===== src/rtl/mem_arbiter.sv =====
// mem_arbiter: shares one RAM port between instruction fetch and data access,
// favouring data but alternating on contention, with an access watchdog.
module mem_arbiter #(
  parameter int          TIMEOUT_CYCLES = 64,
  parameter logic [31:0] ERR_WORD       = 32'hBAD1BAD1
) (
  input  logic        CLK,
  input  logic        RST,
  input  logic        iREN,
  input  logic [31:0] iaddr,
  output logic        iwait,
  output logic [31:0] iload,
  input  logic        dREN,
  input  logic        dWEN,
  input  logic [31:0] daddr,
  input  logic [31:0] dstore,
  output logic        dwait,
  output logic [31:0] dload,
  output logic        ramREN,
  output logic        ramWEN,
  output logic [31:0] ramaddr,
  output logic [31:0] ramstore,
  input  logic [31:0] ramload,
  input  logic [1:0]  ramstate,
  output logic        err
);
  localparam int CW = $clog2(TIMEOUT_CYCLES + 1);
  localparam logic [1:0] ACCESS = 2'd2;
  localparam logic [1:0] ERROR  = 2'd3;
  typedef enum logic [1:0] {IDLE, DGRANT, IGRANT} state_t;
  state_t state_q, state_d;
  logic last_d_q, last_d_d, err_q, err_d;
  logic [CW-1:0] cnt_q, cnt_d;
  logic dreq, is_d, is_i, act, ok, bad;
  always_comb begin
    dreq = dREN | dWEN;
    is_d = state_q == DGRANT;
    is_i = state_q == IGRANT;
    act = is_d ? dreq : is_i && iREN;
    ok = act && ramstate == ACCESS;
    // a stuck access is force-completed so the requester never hangs
    bad = act && !ok && (ramstate == ERROR || cnt_q == CW'(TIMEOUT_CYCLES - 1));
    ramREN = is_d ? dREN & ~dWEN : is_i && iREN;
    ramWEN = is_d && dWEN;
    ramaddr = is_d ? daddr : is_i ? iaddr : '0;
    ramstore = is_d ? dstore : '0;
    dwait = !(is_d && (ok || bad));
    iwait = !(is_i && (ok || bad));
    dload = dwait ? '0 : ok ? ramload : ERR_WORD;
    iload = iwait ? '0 : ok ? ramload : ERR_WORD;
    state_d = state_q;
    last_d_d = last_d_q;
    err_d = err_q | bad;
    cnt_d = '0;
    if (state_q == IDLE)
      state_d = (dreq && iREN) ? (last_d_q ? IGRANT : DGRANT) : dreq ? DGRANT : iREN ? IGRANT : IDLE;
    else if (!act || ok || bad) begin
      state_d = IDLE;
      last_d_d = (ok || bad) ? is_d : last_d_q;
    end else
      cnt_d = cnt_q + 1'b1;
  end
  always_ff @(posedge CLK) begin
    if (RST) begin
      state_q <= IDLE;
      last_d_q <= 1'b0;
      err_q <= 1'b0;
      cnt_q <= '0;
    end else begin
      state_q <= state_d;
      last_d_q <= last_d_d;
      err_q <= err_d;
      cnt_q <= cnt_d;
    end
  end
  assign err = err_q;
endmodule


===== config.mk =====
export PLATFORM = sky130hd
export DESIGN_NAME = mem_arbiter
export DESIGN_NICKNAME = d
export VERILOG_FILES = /design/src/rtl/mem_arbiter.sv
export SDC_FILE = /design/constraint.sdc
export NUM_CORES = 1
export LEC_CHECK = 0
export ABC_CLOCK_PERIOD_IN_PS = 4700
export CORE_AREA = 4 4 103 105
export CTS_CLUSTER_DIAMETER = 200
export DETAILED_ROUTE_END_ITERATION = 10
export DIE_AREA = 0 0 107 109
export GPL_TIMING_DRIVEN = 0
export PLACE_DENSITY_LB_ADDON = 0.2
export SKIP_CTS_REPAIR_TIMING = 1
export SLEW_MARGIN = 40
export SYNTH_ARGS = -nofsm -noshare
export SYNTH_HDL_FRONTEND = slang
export SYNTH_SLANG_ARGS = --single-unit

===== constraint.sdc =====
create_clock -name CLK -period 4.7 [get_ports CLK]
set_clock_uncertainty 0.1 [all_clocks]
set_input_delay 1.41 -clock CLK [delete_from_list [all_inputs] [get_ports CLK]]
set_output_delay 1.41 -clock CLK [all_outputs]
set_load 0.01 [all_outputs]

# Word-level counts from Yosys, hierarchy flattened
# Cells that the tools add are included.
# classes
addsub,1
reduce_logical,20
muxes,14
bitwise_logic,5
eq_ne,5
# op_table
operator,n
$mux 32,6
$mux 2,6
$logic_and 1x1->1,8
$add 7x1->7 const B,1
$eq 7x6->1 const B,1
$eq 2x2->1 const B,3
$logic_not 1->1,4
$logic_or 1x1->1,4
$reduce_and 3->1,1
$reduce_or 3->1,1
$eq 2x1->1 const B,1
$logic_not 2->1,1
$mux 1,2
$not 1->1,2
$or 1x1->1,2
$reduce_bool 2->1,1
$and 1x1->1,1
# totals
elab_cells,49
reg_bits,11
out_inout_bits,133

# Depth between registers and ports, before layout
# Gate-level depths: netlist (run 1).
# logic_depth
ltp_word,10
ltp_mapped,6

# Least setup slack after synthesis (run 1)
# Ideal clock, no wire load.
# synth_path
path_type,input-to-output
from,input port ramstate[0]
to,output port dload[20]
arrival_time_ns,2.236
n_path_buf,2
path_stages,5
slack_ns,0.954
cell_sequence,nand2b_1 > buf_2 > clkbuf_4 > o21ai_1 > nor2_1
# synth_between
elab_chain_cells,8
elab_cells_between_ends,11
classes_between,2 x eq/ne; 2 x mux; 7 x reduce/logical
# synth_rtl
item,line,text
from (decl),24,"input logic [1:0] ramstate,"
$eq 2x2->1,40,ok = act && ramstate == ACCESS;
$logic_and 1x1->1,40,
$logic_not 1->1,42,bad = act && !ok && (ramstate == ERROR || cnt_q == CW'(TIMEOUT_CYCLES - 1));
$logic_and 1x1->1 (2 in a row),42,
$logic_or 1x1->1,47,dwait = !(is_d && (ok || bad));
$logic_and 1x1->1,47,
$mux 32 *,49,dload = dwait ? '0 : ok ? ramload : ERR_WORD;
to (decl),18,"output logic [31:0] dload,"
# Every way passes the cells marked *; elsewhere a longest branch is shown, timed or not.

# Worst setup path after layout (run 1)
# layout_path
from,input port ramstate[0]
to,output port dload[22]
# The elaborated chain is that of the path after synthesis.

==> summary.md, run 1 <==
| Metric | Value |
|---|---|
| Max capacitance violation total | `0` |
| GR met3 Demand/Resource | `0.04855` |
| Synth Instances | `roughly 230` |
| Setup Crit Path Kind | `primary input to output port` |
| Die area | `~12,000 um2` |
| Synth unique cells | `35` |
| DR pass1 iterations | `4` |
| Most instantiated cells after synthesis | `and2_1, nor2_1, a22o_1` |
| Max Freq | `215.8 MHz` |
| Clock Sink Count | `11` |
| Slew Limit Fails | `0` |
| Site Rows | `36` |
| Top_reg_cell synth | `dfxtp_1` |
| Post-Place Worst Slack | `-0.1749 ns` |
| Routability cong. | `0.7996` |
| Req. time, crit path | `roughly 3.2 ns` |
| Layout cells sized above 1 | `0.08800` |
| GRT busiest layer | `met2` |
| Relative slew slack | `0.7384` |
| Area grow syn2layout | `185.7%` |
| M1 GR Usage | `0.1821` |
| Core ar. | `between 9000 and 10,000 um2` |
| Initial antenna violation count | `0` |
| Hold Path Class | `flop to flop` |
| Syn Nets | `~360` |
| Worst vdd ir | `around 0.10 mV` |
| Setup ws final | `between 0.06 and 0.07 ns` |
| Power Density | `122.5 nW/um2` |
| Reg2Reg Depth | `5` |
| Clock transition at path regs | `0.05 ns` |
| CTS tree | `yes` |
| Warnings, synthesis | `0` |
| Top cell type's share of synthesized area | `0.2377` |
| Sequential area share after synthesis | `0.1372` |
| # IOs | `around 270` |
| Cts bufs inserted | `3` |
| H-Tree Depth | `1` |
| Number of diodes | `0` |
| Max Fanout on Critical Path | `10` |
| DR vias | `2,621` |
| Global-route wire length before repair | `14,740 um` |
| Synth Cell Area | `around 1600 um2` |
| Actual slew at the worst max-slew pin | `about 0.4 ns` |
| CP Capture Type | `output port` |
| Drt drc | `0` |
| DPL Wire Length | `9266 um` |
| Synth Area per Inst | `just over 7 um2` |
| Initial core utilization | `0.1665` |
| Setup violators final | `0` |
| Final Hold Fails | `0` |
| Period utilization | `0.9859` |
| Port-buffer cells | `267` |
| RSZ-0062 raised after global routing | `true` |
| Startpoint Class | `primary input` |
| Status | `completed` |
| Final net count | `637` |
| Wirelength per Cell | `~16 um` |
| Die height | `approximately 110 um` |
| #FFs+latches synth | `11` |
| DR iter-0 viols | `approximately 140` |
| WL final | `~10,000 um` |
| EDFF count, synth | `0` |
| Pin count of the biggest net entering global routing | `11` |
| Die extent in x | `approximately 110 um` |
| Leading area contributor after synthesis | `and2_1` |
| Hold Crit Depth | `1` |
| Synth top area cells | `and2_1, a22o_1, dfxtp_1` |
| Met2 Use GR | `0.3022` |
| Finished Layout Cells | `633` |
| Global Route Usage Sum | `0.1598` |
| Tmin final | `4.634 ns` |
| Drt via density | `between 4 and 5` |
| Clock root buffer | `clkbuf_8` |
| Number of global-route vias before repair | `approximately 2.6k` |
| Top-count cell post-synth | `and2_1` |
| Ys async rst share | `0` |
| Leakage Power | `between 1.5 and 2 nW` |
| CTS Buffer Depth | `2` |
| Clock Latency Late Sink | `0.23 ns` |
| Global route overflow | `0` |
| Antenna-violating nets left | `0` |
| Crit path DAT | `~3.1 ns` |
| Cells after DPL | `between 600 and 700` |
power breakdown:
part	switching [W]	internal (W)
logic	0.000136	0.000236
clock network	0.0000323	0.0000593
registers	0.00000232	0.0000960
layout by cell type (no fill, tap or decap), types with 3 or more instances in the layout:
cell | synthesis | routed
dfxtp_1 | 11 | 11
nand2_1 | 3 | 3
buf_6 | 3 | 6
clkdlybuf4s50_1 | 0 | 254
o21ai_0 | 4 | 4
clkbuf_8 | 1 | 4
inv_1 | 3 | 3
buf_2 | 10 | 7
o21ai_2 | 13 | 14
a21oi_1 | 3 | 3
o21ai_1 | 5 | 4
clkbuf_1 | 4 | 4
and2_1 | 61 | 61
dlymetal6s2s_1 | 0 | 13
nor2_1 | 46 | 45
a22o_1 | 32 | 32
logic make-up after synthesis:
| family | Yosys count | share of synthesized area |
|---|---|---|
| buffers and inverters | 24 | 0.08807 |
| AO/OA/AOI/OAI | 63 | 0.3235 |
| XOR/XNOR | 4 | 0.02183 |
| AND/OR/NAND/NOR | 125 | 0.4217 |
| adder cells (fa/ha/maj) | 1 | 0.007793 |
| flip-flops | 11 | 0.1372 |
routing by layer:
layer | wire (um) | vias up
met2 | 5491 | 113
met3 | 872 | 6
met5 | 0 | -
li1 | - | 1327
met1 | 3981 | 1175
met4 | 71 | 0
worst max-delay path, stage by stage:
cell	delay (ns)
clkdlybuf4s50_1	0.49
nand2b_4	0.15
buf_6	0.16
buf_8	0.16
o21ai_2	0.07
nor2_1	0.12
clkdlybuf4s50_1	0.55
sequential cells by signal, summed over array words and instances, names as in the netlist:
name	count
cnt_q	7
err	1
state_q	2
last_d_q	1
through the flow:
stage | area (um2) | hold slack [ns] | power, W | setup TNS (ns) | utilization
CTS | 4489 | 0.3390 | 0.0005643 | -5.270 | 0.4657
global route | 4586 | 0.3554 | 0.0005963 | -0.005174 | 0.4757
detailed placement | 4444 | 0.3321 | 0.0004680 | -5.148 | 0.4611
global placement | 4444 | 0.3250 | 0.0004644 | -4.262 | 0.4611
finish | 4586 | 0.3369 | 0.0005616 | 0 | 0.4757
floorplan | 1605 | 0.3115 | 0.0002209 | 0 | -
path summary, 6_finish.rpt:
kind / start / endpoint / slack, ns
worst max-delay path: ramstate[0] / dload[22] / 0.07
worst min register to register: cnt_q[0]$_SDFF_PP0_ / cnt_q[0]$_SDFF_PP0_ / 0.34
worst max register to register: cnt_q[0]$_SDFF_PP0_ / last_d_q$_SDFFE_PP0P_ / 3.04
worst min-delay path: cnt_q[0]$_SDFF_PP0_ / cnt_q[0]$_SDFF_PP0_ / 0.34
final cells by class:
class	count	area, um2
Tap cell	133	166.4
Inverter	3	11.26
Multi-Input combinational cell	193	1267
Sequential cell	11	220.2
Fill cell	965	5054
Timing Repair Buffer	268	2713
Buffer	21	162.7
Clock buffer	4	45.04
(Power assumes the default switching activity.)
==> inputs of run 2 (changes only) <==
ABC_CLOCK_PERIOD_IN_PS = 4000   (was 4700)
CORE_AREA = 4 4 101 103   (was 4 4 103 105)
DIE_AREA = 0 0 105 107   (was 0 0 107 109)
clock period = 4 ns   (was 4.7 ns; I/O delays follow)
==> run 2 against run 1 <==
Effect of this change: global-route usage grew 1.0 points; utilization increased by 3.5 points; combinational power up 17%; total power up 18%; clock-buffer cell count down 1; design area rose by 2.5%.
==> summary.md, run 2 (synthesis gave the netlist of run 1 again) <==
| Metric | Value |
|---|---|
| Site Rows | `35 (was 36)` |
| Placed Instance Area | `4417 um2 (was 4444 um2)` |
| DPL Wire Length | `9317 um (was 9266 um)` |
| CTS tree | `yes (unchanged)` |
| Worst vdd ir | `0.2196 mV (was 0.1019 mV)` |
| Pin count of the biggest net entering global routing | `11 (unchanged)` |
| Post-Place Worst Slack | `-0.4542 ns (was -0.1749 ns)` |
| Power Density | `140.9 nW/um2 (was 122.5 nW/um2)` |
| Max FFs per register | `7 (unchanged)` |
| Clock root buffer | `clkbuf_8 (unchanged)` |
| Startpoint Class | `primary input (unchanged)` |
| Drt drc | `0 (unchanged)` |
| Global Route Usage Sum | `0.1703 (was 0.1598)` |
| Actual slew at the worst max-slew pin | `0.4168 ns (was 0.3924 ns)` |
| Wirelength per Cell | `17.78 um (was 16.46 um)` |
| DR vias | `2,619 (was 2,621)` |
| Max Freq | `253.6 MHz` |
| WL final | `10,870 um (was 10,420 um)` |
| Antenna-violating nets left | `0 (unchanged)` |
| Cts bufs inserted | `3 (unchanged)` |
| Setup ws final | `0.05613 ns (was 0.06613 ns)` |
| Tmin final | `between 3 and 4 ns` |
| Port-buffer cells | `267 (unchanged)` |
| DR iter-0 viols | `99 (was 137)` |
| Die extent in x | `105 um (was 107 um)` |
| DR pass1 iterations | `4 (unchanged)` |
| RSZ-0062 raised after global routing | `false (was true)` |
| Cell area after layout | `4701 um2 (was 4586 um2)` |
| Most frequent cells in the layout | `clkdlybuf4s50_1, dlymetal6s2s_1, and2_1, nor2_1, a22o_1 (was clkdlybuf4s50_1, and2_1, nor2_1, a22o_1, o21ai_2)` |
| Period utilization | `0.9860` |
| Global route overflow | `0 (unchanged)` |
| Clock Latency Late Sink | `0.24 ns (was 0.23 ns)` |
| Initial antenna violation count | `0 (unchanged)` |
| Final net count | `637 (unchanged)` |
| Setup Crit Path Kind | `primary input to output port (unchanged)` |
| Setup violators final | `0 (unchanged)` |
| Layout cells sized above 1 | `0.08800 (unchanged)` |
| Leakage Power | `2.882 nW (was 1.930 nW)` |
| Clock transition at path regs | `0.05 ns (about the same)` |
| Initial core utilization | `0.1746 (was 0.1665)` |
| Clock Sink Count | `11 (unchanged)` |
| Core ar. | `9196 um2 (was 9639 um2)` |
| Hold Path Class | `flop to flop (unchanged)` |
| Die height | `107 um (was 109 um)` |
| Slew Limit Fails | `0 (unchanged)` |
| Status | `completed (unchanged)` |
| CP Capture Type | `output port (unchanged)` |
| Most common cell after layout, fill and taps aside | `clkdlybuf4s50_1 (unchanged)` |
| Final hold slack | `0.3350 ns (was 0.3369 ns)` |
| Number of global-route vias before repair | `2,560 (was 2,577)` |
| Max Fanout on Critical Path | `4 (was 10)` |
| Final Hold Fails | `0 (unchanged)` |
| Fill count | `856 (was 965)` |
| Relative slew slack | `0.7221 (was 0.7384)` |
| Global-route wire length before repair | `15,150 um (was 14,740 um)` |
| Area grow syn2layout | `192.8% (was 185.7%)` |
| Die area | `11,240 um2 (was 11,660 um2)` |
| Drt via density | `4.286 (was 4.141)` |
| Reg with most FFs | `cnt_q (unchanged)` |
| H-Tree Depth | `1 (unchanged)` |
| Largest regs | `cnt_q x7, state_q x2 (unchanged)` |
| Max capacitance violation total | `0 (unchanged)` |
| Final total power | `0.0006623 W (was 0.0005616 W)` |
| # IOs | `268 (unchanged)` |
| CTS Buffer Depth | `2 (unchanged)` |
| Routability cong. | `0.8054 (was 0.7996)` |
| Crit path DAT | `2.64 ns (was 3.12 ns)` |
| Number of diodes | `0 (unchanged)` |
| Req. time, crit path | `2.70 ns (was 3.19 ns)` |
run 2: changes by cell type in the layout (fill, tap and decap cells not counted):
cell / delta
o21ai_4: +1
dlymetal6s2s_1: +54
clkdlybuf4s50_1: -54
clkbuf_2: -1
o21ai_2: -1
clkinv_2: +1
run 2: critical path: stages:
cell and delay (ns):
clkdlybuf4s50_1 0.42, nand2b_4 0.17, nor2_4 0.16, and2_1 0.14, clkdlybuf4s50_1 0.55
run 2: per-stage QoR:
step | util | setup TNS (ns) | cells
detailed placement | 0.4803 | -21.88 | 606
global placement | 0.4803 | -20.07 | 606
global route | 0.5112 | 0 | 611
floorplan | - | 0 | 228
CTS | 0.4853 | -22.02 | 610
finish | 0.5112 | 0 | 611
run 2: report_power, final:
group | leakage (nW) | internal (W) | switching, W | total (W)
sequential | 0.0892 | 0.000113 | 0.00000286 | 0.000115
combinational | 2.77 | 0.000273 | 0.000162 | 0.000435
clock | 0.0255 | 0.0000685 | 0.0000432 | 0.000112
run 2: worst paths after layout:
kind                                     startpoint                    end  slack (ns)  cells past startpoint
worst max-delay path                    ramstate[0]               dload[1]        0.06                      5
worst max register to register  cnt_q[0]$_SDFF_PP0_  last_d_q$_SDFFE_PP0P_        2.34                      5
worst min register to register  cnt_q[0]$_SDFF_PP0_    cnt_q[0]$_SDFF_PP0_        0.33                      1
worst min-delay path            cnt_q[0]$_SDFF_PP0_    cnt_q[0]$_SDFF_PP0_        0.33                      1
run 2: layout make-up:
| class | instances | area [um2] | share of cell area |
|---|---|---|---|
| buffer | 21 | 161.4 | 0.03434 |
| timing repair buffer | 268 | 2848 | 0.6058 |
| multi-input combinational | 193 | 1275 | 0.2712 |
| clock buffer | 3 | 41.29 | 0.008784 |
| sequential | 11 | 220.2 | 0.04685 |
| inverter | 3 | 11.26 | 0.002396 |
| tap | 111 | 138.9 | 0.02954 |
| clock inverter | 1 | 5.005 | 0.001065 |
run 2: per-layer routing:
| metal | up-vias | global-route usage | part of all wire |
|---|---|---|---|
| li1 | 1326 | - | - |
| met1 | 1161 | 0.1874 | 0.38 |
| met2 | 116 | 0.3249 | 0.53 |
| met3 | 16 | 0.04576 | 0.070 |
| met4 | 0 | 0.03749 | 0.023 |
| met5 | - | 0 | 0 |
